## src/rtl/axi_arbiter_if.sv

```systemverilog
// AXI4-Lite bundle; master drives requests, slave drives readies and responses.
interface axi_arbiter_if #(
   parameter int AW = 32,
   parameter int DW = 32
);
   logic            arvalid;
   logic            arready;
   logic [AW-1:0]   araddr;
   logic            rvalid;
   logic            rready;
   logic [DW-1:0]   rdata;
   logic [1:0]      rresp;
   logic            awvalid;
   logic            awready;
   logic [AW-1:0]   awaddr;
   logic            wvalid;
   logic            wready;
   logic [DW-1:0]   wdata;
   logic [DW/8-1:0] wstrb;
   logic            bvalid;
   logic            bready;
   logic [1:0]      bresp;

   modport master (
      output arvalid, araddr, rready, awvalid, awaddr, wvalid, wdata, wstrb, bready,
      input  arready, rvalid, rdata, rresp, awready, wready, bvalid, bresp
   );

   modport slave (
      input  arvalid, araddr, rready, awvalid, awaddr, wvalid, wdata, wstrb, bready,
      output arready, rvalid, rdata, rresp, awready, wready, bvalid, bresp
   );
endinterface

```

## src/rtl/axi_arbiter.sv

```systemverilog
// 2:1 AXI4-Lite arbiter, independent read/write FSMs; grant 1 cycle after request, mux paths combinational.
// Ungranted master sees all ready/valid low, so its request waits; a stalled rready/bready stalls only its channel.
module axi_arbiter #(
   parameter bit ROUND_ROBIN = 1'b1
) (
   input logic          aclk,
   input logic          aresetn,
   axi_arbiter_if.slave  s0,
   axi_arbiter_if.slave  s1,
   axi_arbiter_if.master m
);

   typedef enum logic [1:0] {R_IDLE, R_ADDR, R_DATA} r_state_t;
   typedef enum logic [1:0] {W_IDLE, W_ADDR, W_RESP} w_state_t;

   r_state_t r_state, r_next;
   w_state_t w_state, w_next;
   logic     gr, gr_next, r_pri, r_pri_next;
   logic     gw, gw_next, w_pri, w_pri_next;

   logic sel_arvalid, sel_rready, sel_awvalid, sel_wvalid, sel_bready;
   logic w_req0, w_req1, w_join;
   logic r_arready, r_rvalid, w_aw_rdy, w_bvalid;

   assign sel_arvalid = gr ? s1.arvalid : s0.arvalid;
   assign sel_rready  = gr ? s1.rready  : s0.rready;
   assign sel_awvalid = gw ? s1.awvalid : s0.awvalid;
   assign sel_wvalid  = gw ? s1.wvalid  : s0.wvalid;
   assign sel_bready  = gw ? s1.bready  : s0.bready;

   // A write request is either half; the FSM then waits for both halves together.
   assign w_req0 = s0.awvalid | s0.wvalid;
   assign w_req1 = s1.awvalid | s1.wvalid;
   assign w_join = sel_awvalid & sel_wvalid;

   always_ff @(posedge aclk or negedge aresetn) begin
      if (!aresetn) begin
         r_state <= R_IDLE;
         w_state <= W_IDLE;
         gr      <= 1'b0;
         gw      <= 1'b0;
         r_pri   <= 1'b0;
         w_pri   <= 1'b0;
      end else begin
         r_state <= r_next;
         w_state <= w_next;
         gr      <= gr_next;
         gw      <= gw_next;
         r_pri   <= r_pri_next;
         w_pri   <= w_pri_next;
      end
   end

   always_comb begin
      r_next     = r_state;
      gr_next    = gr;
      r_pri_next = r_pri;
      m.arvalid  = 1'b0;
      m.rready   = 1'b0;
      r_arready  = 1'b0;
      r_rvalid   = 1'b0;
      case (r_state)
         R_IDLE: begin
            if (s0.arvalid || s1.arvalid) begin
               gr_next = (s0.arvalid && s1.arvalid) ? r_pri : s1.arvalid;
               r_next  = R_ADDR;
            end
         end
         R_ADDR: begin
            m.arvalid = sel_arvalid;
            r_arready = m.arready;
            if (sel_arvalid && m.arready) r_next = R_DATA;
         end
         R_DATA: begin
            r_rvalid = m.rvalid;
            m.rready = sel_rready;
            if (m.rvalid && sel_rready) begin
               r_next = R_IDLE;
               if (ROUND_ROBIN) r_pri_next = ~gr;
            end
         end
         default: r_next = R_IDLE;
      endcase
   end

   always_comb begin
      w_next     = w_state;
      gw_next    = gw;
      w_pri_next = w_pri;
      m.awvalid  = 1'b0;
      m.wvalid   = 1'b0;
      m.bready   = 1'b0;
      w_aw_rdy   = 1'b0;
      w_bvalid   = 1'b0;
      case (w_state)
         W_IDLE: begin
            if (w_req0 || w_req1) begin
               gw_next = (w_req0 && w_req1) ? w_pri : w_req1;
               w_next  = W_ADDR;
            end
         end
         W_ADDR: begin
            m.awvalid = w_join;
            m.wvalid  = w_join;
            w_aw_rdy  = m.awready & m.wready & w_join;
            if (w_aw_rdy) w_next = W_RESP;
         end
         W_RESP: begin
            w_bvalid = m.bvalid;
            m.bready = sel_bready;
            if (m.bvalid && sel_bready) begin
               w_next = W_IDLE;
               if (ROUND_ROBIN) w_pri_next = ~gw;
            end
         end
         default: w_next = W_IDLE;
      endcase
   end

   assign m.araddr = gr ? s1.araddr : s0.araddr;
   assign m.awaddr = gw ? s1.awaddr : s0.awaddr;
   assign m.wdata  = gw ? s1.wdata  : s0.wdata;
   assign m.wstrb  = gw ? s1.wstrb  : s0.wstrb;

   // Response data is broadcast; only the valids are steered to the granted master.
   assign s0.arready = r_arready & ~gr;
   assign s1.arready = r_arready &  gr;
   assign s0.rvalid  = r_rvalid  & ~gr;
   assign s1.rvalid  = r_rvalid  &  gr;
   assign s0.rdata   = m.rdata;
   assign s1.rdata   = m.rdata;
   assign s0.rresp   = m.rresp;
   assign s1.rresp   = m.rresp;

   assign s0.awready = w_aw_rdy & ~gw;
   assign s1.awready = w_aw_rdy &  gw;
   assign s0.wready  = w_aw_rdy & ~gw;
   assign s1.wready  = w_aw_rdy &  gw;
   assign s0.bvalid  = w_bvalid & ~gw;
   assign s1.bvalid  = w_bvalid &  gw;
   assign s0.bresp   = m.bresp;
   assign s1.bresp   = m.bresp;

endmodule

```

## src/flat_wrapper.sv

```systemverilog
// flat-port wrapper written by rule: the top's interface ports become plain ports
module axi_arbiter_flat 
#(
   parameter bit ROUND_ROBIN = 1'b1
)
  (aclk, aresetn, s0_arvalid, s0_araddr, s0_rready, s0_awvalid, s0_awaddr, s0_wvalid, s0_wdata, s0_wstrb, s0_bready, s0_arready, s0_rvalid, s0_rdata, s0_rresp, s0_awready, s0_wready, s0_bvalid, s0_bresp, s1_arvalid, s1_araddr, s1_rready, s1_awvalid, s1_awaddr, s1_wvalid, s1_wdata, s1_wstrb, s1_bready, s1_arready, s1_rvalid, s1_rdata, s1_rresp, s1_awready, s1_wready, s1_bvalid, s1_bresp, m_arvalid, m_araddr, m_rready, m_awvalid, m_awaddr, m_wvalid, m_wdata, m_wstrb, m_bready, m_arready, m_rvalid, m_rdata, m_rresp, m_awready, m_wready, m_bvalid, m_bresp);
  axi_arbiter_if s0_i ();
  axi_arbiter_if s1_i ();
  axi_arbiter_if m_i ();
  input logic aclk;
  input logic aresetn;
  input wire logic [$bits(s0_i.arvalid)-1:0] s0_arvalid;
  input wire logic [$bits(s0_i.araddr)-1:0] s0_araddr;
  input wire logic [$bits(s0_i.rready)-1:0] s0_rready;
  input wire logic [$bits(s0_i.awvalid)-1:0] s0_awvalid;
  input wire logic [$bits(s0_i.awaddr)-1:0] s0_awaddr;
  input wire logic [$bits(s0_i.wvalid)-1:0] s0_wvalid;
  input wire logic [$bits(s0_i.wdata)-1:0] s0_wdata;
  input wire logic [$bits(s0_i.wstrb)-1:0] s0_wstrb;
  input wire logic [$bits(s0_i.bready)-1:0] s0_bready;
  output wire logic [$bits(s0_i.arready)-1:0] s0_arready;
  output wire logic [$bits(s0_i.rvalid)-1:0] s0_rvalid;
  output wire logic [$bits(s0_i.rdata)-1:0] s0_rdata;
  output wire logic [$bits(s0_i.rresp)-1:0] s0_rresp;
  output wire logic [$bits(s0_i.awready)-1:0] s0_awready;
  output wire logic [$bits(s0_i.wready)-1:0] s0_wready;
  output wire logic [$bits(s0_i.bvalid)-1:0] s0_bvalid;
  output wire logic [$bits(s0_i.bresp)-1:0] s0_bresp;
  input wire logic [$bits(s1_i.arvalid)-1:0] s1_arvalid;
  input wire logic [$bits(s1_i.araddr)-1:0] s1_araddr;
  input wire logic [$bits(s1_i.rready)-1:0] s1_rready;
  input wire logic [$bits(s1_i.awvalid)-1:0] s1_awvalid;
  input wire logic [$bits(s1_i.awaddr)-1:0] s1_awaddr;
  input wire logic [$bits(s1_i.wvalid)-1:0] s1_wvalid;
  input wire logic [$bits(s1_i.wdata)-1:0] s1_wdata;
  input wire logic [$bits(s1_i.wstrb)-1:0] s1_wstrb;
  input wire logic [$bits(s1_i.bready)-1:0] s1_bready;
  output wire logic [$bits(s1_i.arready)-1:0] s1_arready;
  output wire logic [$bits(s1_i.rvalid)-1:0] s1_rvalid;
  output wire logic [$bits(s1_i.rdata)-1:0] s1_rdata;
  output wire logic [$bits(s1_i.rresp)-1:0] s1_rresp;
  output wire logic [$bits(s1_i.awready)-1:0] s1_awready;
  output wire logic [$bits(s1_i.wready)-1:0] s1_wready;
  output wire logic [$bits(s1_i.bvalid)-1:0] s1_bvalid;
  output wire logic [$bits(s1_i.bresp)-1:0] s1_bresp;
  output wire logic [$bits(m_i.arvalid)-1:0] m_arvalid;
  output wire logic [$bits(m_i.araddr)-1:0] m_araddr;
  output wire logic [$bits(m_i.rready)-1:0] m_rready;
  output wire logic [$bits(m_i.awvalid)-1:0] m_awvalid;
  output wire logic [$bits(m_i.awaddr)-1:0] m_awaddr;
  output wire logic [$bits(m_i.wvalid)-1:0] m_wvalid;
  output wire logic [$bits(m_i.wdata)-1:0] m_wdata;
  output wire logic [$bits(m_i.wstrb)-1:0] m_wstrb;
  output wire logic [$bits(m_i.bready)-1:0] m_bready;
  input wire logic [$bits(m_i.arready)-1:0] m_arready;
  input wire logic [$bits(m_i.rvalid)-1:0] m_rvalid;
  input wire logic [$bits(m_i.rdata)-1:0] m_rdata;
  input wire logic [$bits(m_i.rresp)-1:0] m_rresp;
  input wire logic [$bits(m_i.awready)-1:0] m_awready;
  input wire logic [$bits(m_i.wready)-1:0] m_wready;
  input wire logic [$bits(m_i.bvalid)-1:0] m_bvalid;
  input wire logic [$bits(m_i.bresp)-1:0] m_bresp;
  assign s0_i.arvalid = s0_arvalid;
  assign s0_i.araddr = s0_araddr;
  assign s0_i.rready = s0_rready;
  assign s0_i.awvalid = s0_awvalid;
  assign s0_i.awaddr = s0_awaddr;
  assign s0_i.wvalid = s0_wvalid;
  assign s0_i.wdata = s0_wdata;
  assign s0_i.wstrb = s0_wstrb;
  assign s0_i.bready = s0_bready;
  assign s0_arready = s0_i.arready;
  assign s0_rvalid = s0_i.rvalid;
  assign s0_rdata = s0_i.rdata;
  assign s0_rresp = s0_i.rresp;
  assign s0_awready = s0_i.awready;
  assign s0_wready = s0_i.wready;
  assign s0_bvalid = s0_i.bvalid;
  assign s0_bresp = s0_i.bresp;
  assign s1_i.arvalid = s1_arvalid;
  assign s1_i.araddr = s1_araddr;
  assign s1_i.rready = s1_rready;
  assign s1_i.awvalid = s1_awvalid;
  assign s1_i.awaddr = s1_awaddr;
  assign s1_i.wvalid = s1_wvalid;
  assign s1_i.wdata = s1_wdata;
  assign s1_i.wstrb = s1_wstrb;
  assign s1_i.bready = s1_bready;
  assign s1_arready = s1_i.arready;
  assign s1_rvalid = s1_i.rvalid;
  assign s1_rdata = s1_i.rdata;
  assign s1_rresp = s1_i.rresp;
  assign s1_awready = s1_i.awready;
  assign s1_wready = s1_i.wready;
  assign s1_bvalid = s1_i.bvalid;
  assign s1_bresp = s1_i.bresp;
  assign m_arvalid = m_i.arvalid;
  assign m_araddr = m_i.araddr;
  assign m_rready = m_i.rready;
  assign m_awvalid = m_i.awvalid;
  assign m_awaddr = m_i.awaddr;
  assign m_wvalid = m_i.wvalid;
  assign m_wdata = m_i.wdata;
  assign m_wstrb = m_i.wstrb;
  assign m_bready = m_i.bready;
  assign m_i.arready = m_arready;
  assign m_i.rvalid = m_rvalid;
  assign m_i.rdata = m_rdata;
  assign m_i.rresp = m_rresp;
  assign m_i.awready = m_awready;
  assign m_i.wready = m_wready;
  assign m_i.bvalid = m_bvalid;
  assign m_i.bresp = m_bresp;
  axi_arbiter #(.ROUND_ROBIN(ROUND_ROBIN)) u_core (.aclk(aclk), .aresetn(aresetn), .s0(s0_i), .s1(s1_i), .m(m_i));
endmodule
```

## config.mk

```make
export PLATFORM = sky130hd
export DESIGN_NAME = axi_arbiter_flat
export DESIGN_NICKNAME = d
export VERILOG_FILES = /design/src/rtl/axi_arbiter_if.sv /design/src/rtl/axi_arbiter.sv /design/src/flat_wrapper.sv
export SDC_FILE = /design/constraint.sdc
export NUM_CORES = 1
export LEC_CHECK = 0
export CORE_AREA = 2 2 173 175
export DETAILED_ROUTE_END_ITERATION = 8
export DIE_AREA = 0 0 175 177
export PLACE_DENSITY_LB_ADDON = 0.15
export SLEW_MARGIN = 25
export SYNTH_ARGS = -nofsm -noshare
export SYNTH_HDL_FRONTEND = slang
export SYNTH_SLANG_ARGS = --single-unit
```

## constraint.sdc

```tcl
create_clock -name aclk -period 2.6 [get_ports aclk]
set_input_delay 0.52 -clock aclk [delete_from_list [all_inputs] [get_ports aclk]]
set_output_delay 0.52 -clock aclk [all_outputs]
set_load 0.01 [all_outputs]
```

==> summary.md <==
| Metric | Value |
|---|---|
| Outcome | `finished, final reports clean` |
| Setup TNS | `0 ns` |
| Clock H-tree levels | `1` |
| Max incr delay on CP | `0.49 ns` |
| Placement-stage worst setup slack | `-0.195 ns` |
| Synthesized Nets | `499` |
| Inserted Diodes | `0` |
| CTS buffer count | `3` |
| EDFF count, synth | `0` |
| Remaining Overflow, GRT | `0` |
| Crit end category | `output port` |
| Maximum VDD drop | `0.273 mV` |
| Max_cap viols | `0` |
| Number of global-route vias before repair | `2944` |
| Hold_buf cts | `0` |
| Synth cell types | `27` |
| Clock buffer depth | `2` |
| Synth Instances | `246` |
| Achievable Freq | `403 MHz` |
| Worst hold slack | `0.561 ns` |
| Multiplexer share of the synthesized area | `50.1%` |
| Core area | `29200 um^2` |
| Drt first pass iters | `4` |
| Post-synthesis xor/xnor area fraction | `0%` |
| Wire per inst | `14.3 um` |
| Synth Area in Compound Gates | `4.18%` |
| Top Ports | `440` |
| Final setup vio count | `0` |
| RSZ-0062 raised after global routing | `no` |
| Worst EP required | `2.08 ns` |
| Worst-margin pin slew | `0.470 ns` |
| Rows | `63` |
| Top fanout value on the critical path | `5` |
| Layout area overhead | `145%` |
| Vias | `2749` |
| CTS tree | `built` |
| Final wirelength | `12800 um` |
| Largest family of logic cells by synthesized area | `multiplexers` |
| Final slew viol count | `0` |
| Crit path cell chain | `clkdlybuf4s50_1 > nand4b_1 > a21oi_2 > buf_6 > and4b_1 > dlygate4sd2_1` |
| Global Route Usage Sum | `7.41%` |
| Root buffer cell | `clkbuf_16` |
| Crit-path slowest cell | `clkdlybuf4s50_1` |
| Adder-cell share of the synthesized area | `0%` |
| Die area | `31000 um^2` |
| WS Path Type | `input pin to output port` |
| ANT nets after route | `0` |
| Commonest non-fill, non-tap cell in the layout | `clkdlybuf4s50_1` |
| Setup Skew | `0.00171 ns` |
| Setup slack after layout | `0.116 ns` |
| Routability Congestion | `0.773` |
| Sequential area share after synthesis | `8.68%` |
| Total Nets Final | `762` |
| CTS Sinks | `8` |
| Iteration-0 DRC count of the detailed router | `60` |
| Syn_area_per_cell | `9.38 um^2` |
| Simple-gate share of the synthesized area | `7.92%` |
| Ys flop type | `dfrtp_1` |
| First-pass GRT wire length | `17700 um` |
| Clock transition at path regs | `0.04 ns` |
| Clk_lat worst skew | `0.23 ns` |
| Final Hold Fails | `0` |
| Leakage | `2.03 nW` |
| Port buffer count | `331` |
| Crit path DAT | `1.96 ns` |
| Initial antenna violation count | `0` |
| Total power | `3.20 mW` |
| Largest net degree at the start of global routing | `52` |
| Minimum clock period | `2.48 ns` |
| Die width | `175 um` |
| Worst setup SP type | `input pin` |
| Drt drc | `0` |
| Most frequent cells in the layout | `clkdlybuf4s50_1, mux2_2, buf_4` |
| Layout cell share with drive strength beyond 1 | `23.4%` |
| Synth async-reset ratio | `100%` |
| Chip height | `177 um` |
| Initial Utilization | `7.89%` |
| Hold WC Path Type | `flop to flop` |
| Mapped cell area | `2310 um^2` |
| Slew headroom | `68.6%` |
| Synth Register Bits | `8` |
| Synth warnings | `0` |
| Pwr/cell area | `566 nW/um^2` |
| Final HPWL DP | `11300 um` |
| Vias/cell | `3.06` |
| Fin crit share | `95.5%` |
-- power breakdown --
part	internal (mW)	leakage (nW)	switching, mW
logic	1.70	1.89	0.987
clock network	0.205	0.0382	0.0681
registers	0.164	0.0987	0.0670
total	2.07	2.03	1.12
-- synth_stat cells (2+ instances only) --
master | instances | area share [%]
nor3_1 | 3 | 0.65
mux2_2 | 100 | 49
a31oi_1 | 3 | 0.81
nor3b_1 | 2 | 0.65
nor2b_1 | 3 | 0.81
o21ai_0 | 2 | 0.43
buf_2 | 3 | 0.65
dfrtp_1 | 8 | 8.7
nand2b_1 | 3 | 0.81
and3_1 | 2 | 0.54
buf_4 | 77 | 25
a21oi_1 | 3 | 0.65
nand2_1 | 7 | 1.1
buf_6 | 7 | 3.4
nor2_1 | 9 | 1.5
mux2i_1 | 3 | 1.3
-- through the flow --
| stage | instances | utilization (%) | cell area [um^2] |
|---|---|---|---|
| final | 898 | 19.3 | 5650 |
| after global routing | 898 | 19.3 | 5650 |
| after CTS | 898 | 19.3 | 5650 |
| after detailed placement | 893 | 19.0 | 5560 |
| after global placement | 893 | 19.0 | 5560 |
| after floorplan | 246 | - | 2310 |
-- metal layers --
| metal | track usage [%] | share of wire (%) | routed length, um | up-vias |
|---|---|---|---|---|
| met2 | 14.8 | 56 | 7110 | 162 |
| met3 | 1.70 | 8.4 | 1070 | 14 |
| met1 | 7.74 | 35 | 4460 | 1244 |
| met4 | 1.77 | 1.2 | 153 | 0 |
| li1 | - | - | - | 1329 |
| met5 | 0 | 0 | 0 | - |
-- cells by family (layout without fill, tap and decap cells) --
| group | after synthesis | in the layout |
|---|---|---|
| flip-flops | 8 | 8 |
| buffers and inverters | 87 | 349 |
| multiplexers | 103 | 103 |
| AO/OA/AOI/OAI | 14 | 14 |
| AND/OR/NAND/NOR | 34 | 34 |
-- repair_timing --
item,CTS,global route
setup buffers,1,0
gates resized for setup,6,1
cloned,0,0
pin swaps,3,1
setup endpoints to repair,5,1
-- flip-flops by register name, indices dropped and copies added (netlist names) --
name	count
u_core.gr	1
u_core.gw	1
u_core.r_pri	1
u_core.r_state	2
u_core.w_pri	1
u_core.w_state	2
-- path summary, 6_finish.rpt --
| path | from | slack [ns] | to | depth (start not counted) |
|---|---|---|---|---|
| setup reg to reg | u_core.gw$_DFFE_PN0P_ | 1.21 | u_core.w_state[1]$_DFFE_PN0P_ | 4 |
| hold / removal | u_core.w_state[1]$_DFFE_PN0P_ | 0.56 | u_core.w_state[0]$_DFFE_PN0P_ | 1 |
| max in group asynchronous | aresetn | 1.63 | u_core.gw$_DFFE_PN0P_ | 1 |
| hold reg to reg | u_core.w_state[1]$_DFFE_PN0P_ | 0.56 | u_core.w_state[0]$_DFFE_PN0P_ | 1 |
| setup / recovery | s0_awvalid | 0.12 | s0_wready | 6 |
| min in group asynchronous | aresetn | 0.61 | u_core.r_pri$_DFFE_PN0P_ | 1 |
-- cell type report --
cell class	instances	area, um^2
tap	390	488
sequential	8	204
fill	3222	23600
timing repair buffer	345	3440
multi-input combinational	151	1440
clock buffer	4	78.8
-- worst max-delay path: cells and delay by family --
family / cells / cell delay, ns
compound gates: 1 / 0.18
buf+inv: 3 / 0.90
simple gates: 2 / 0.36
(Power assumes the default switching activity.)
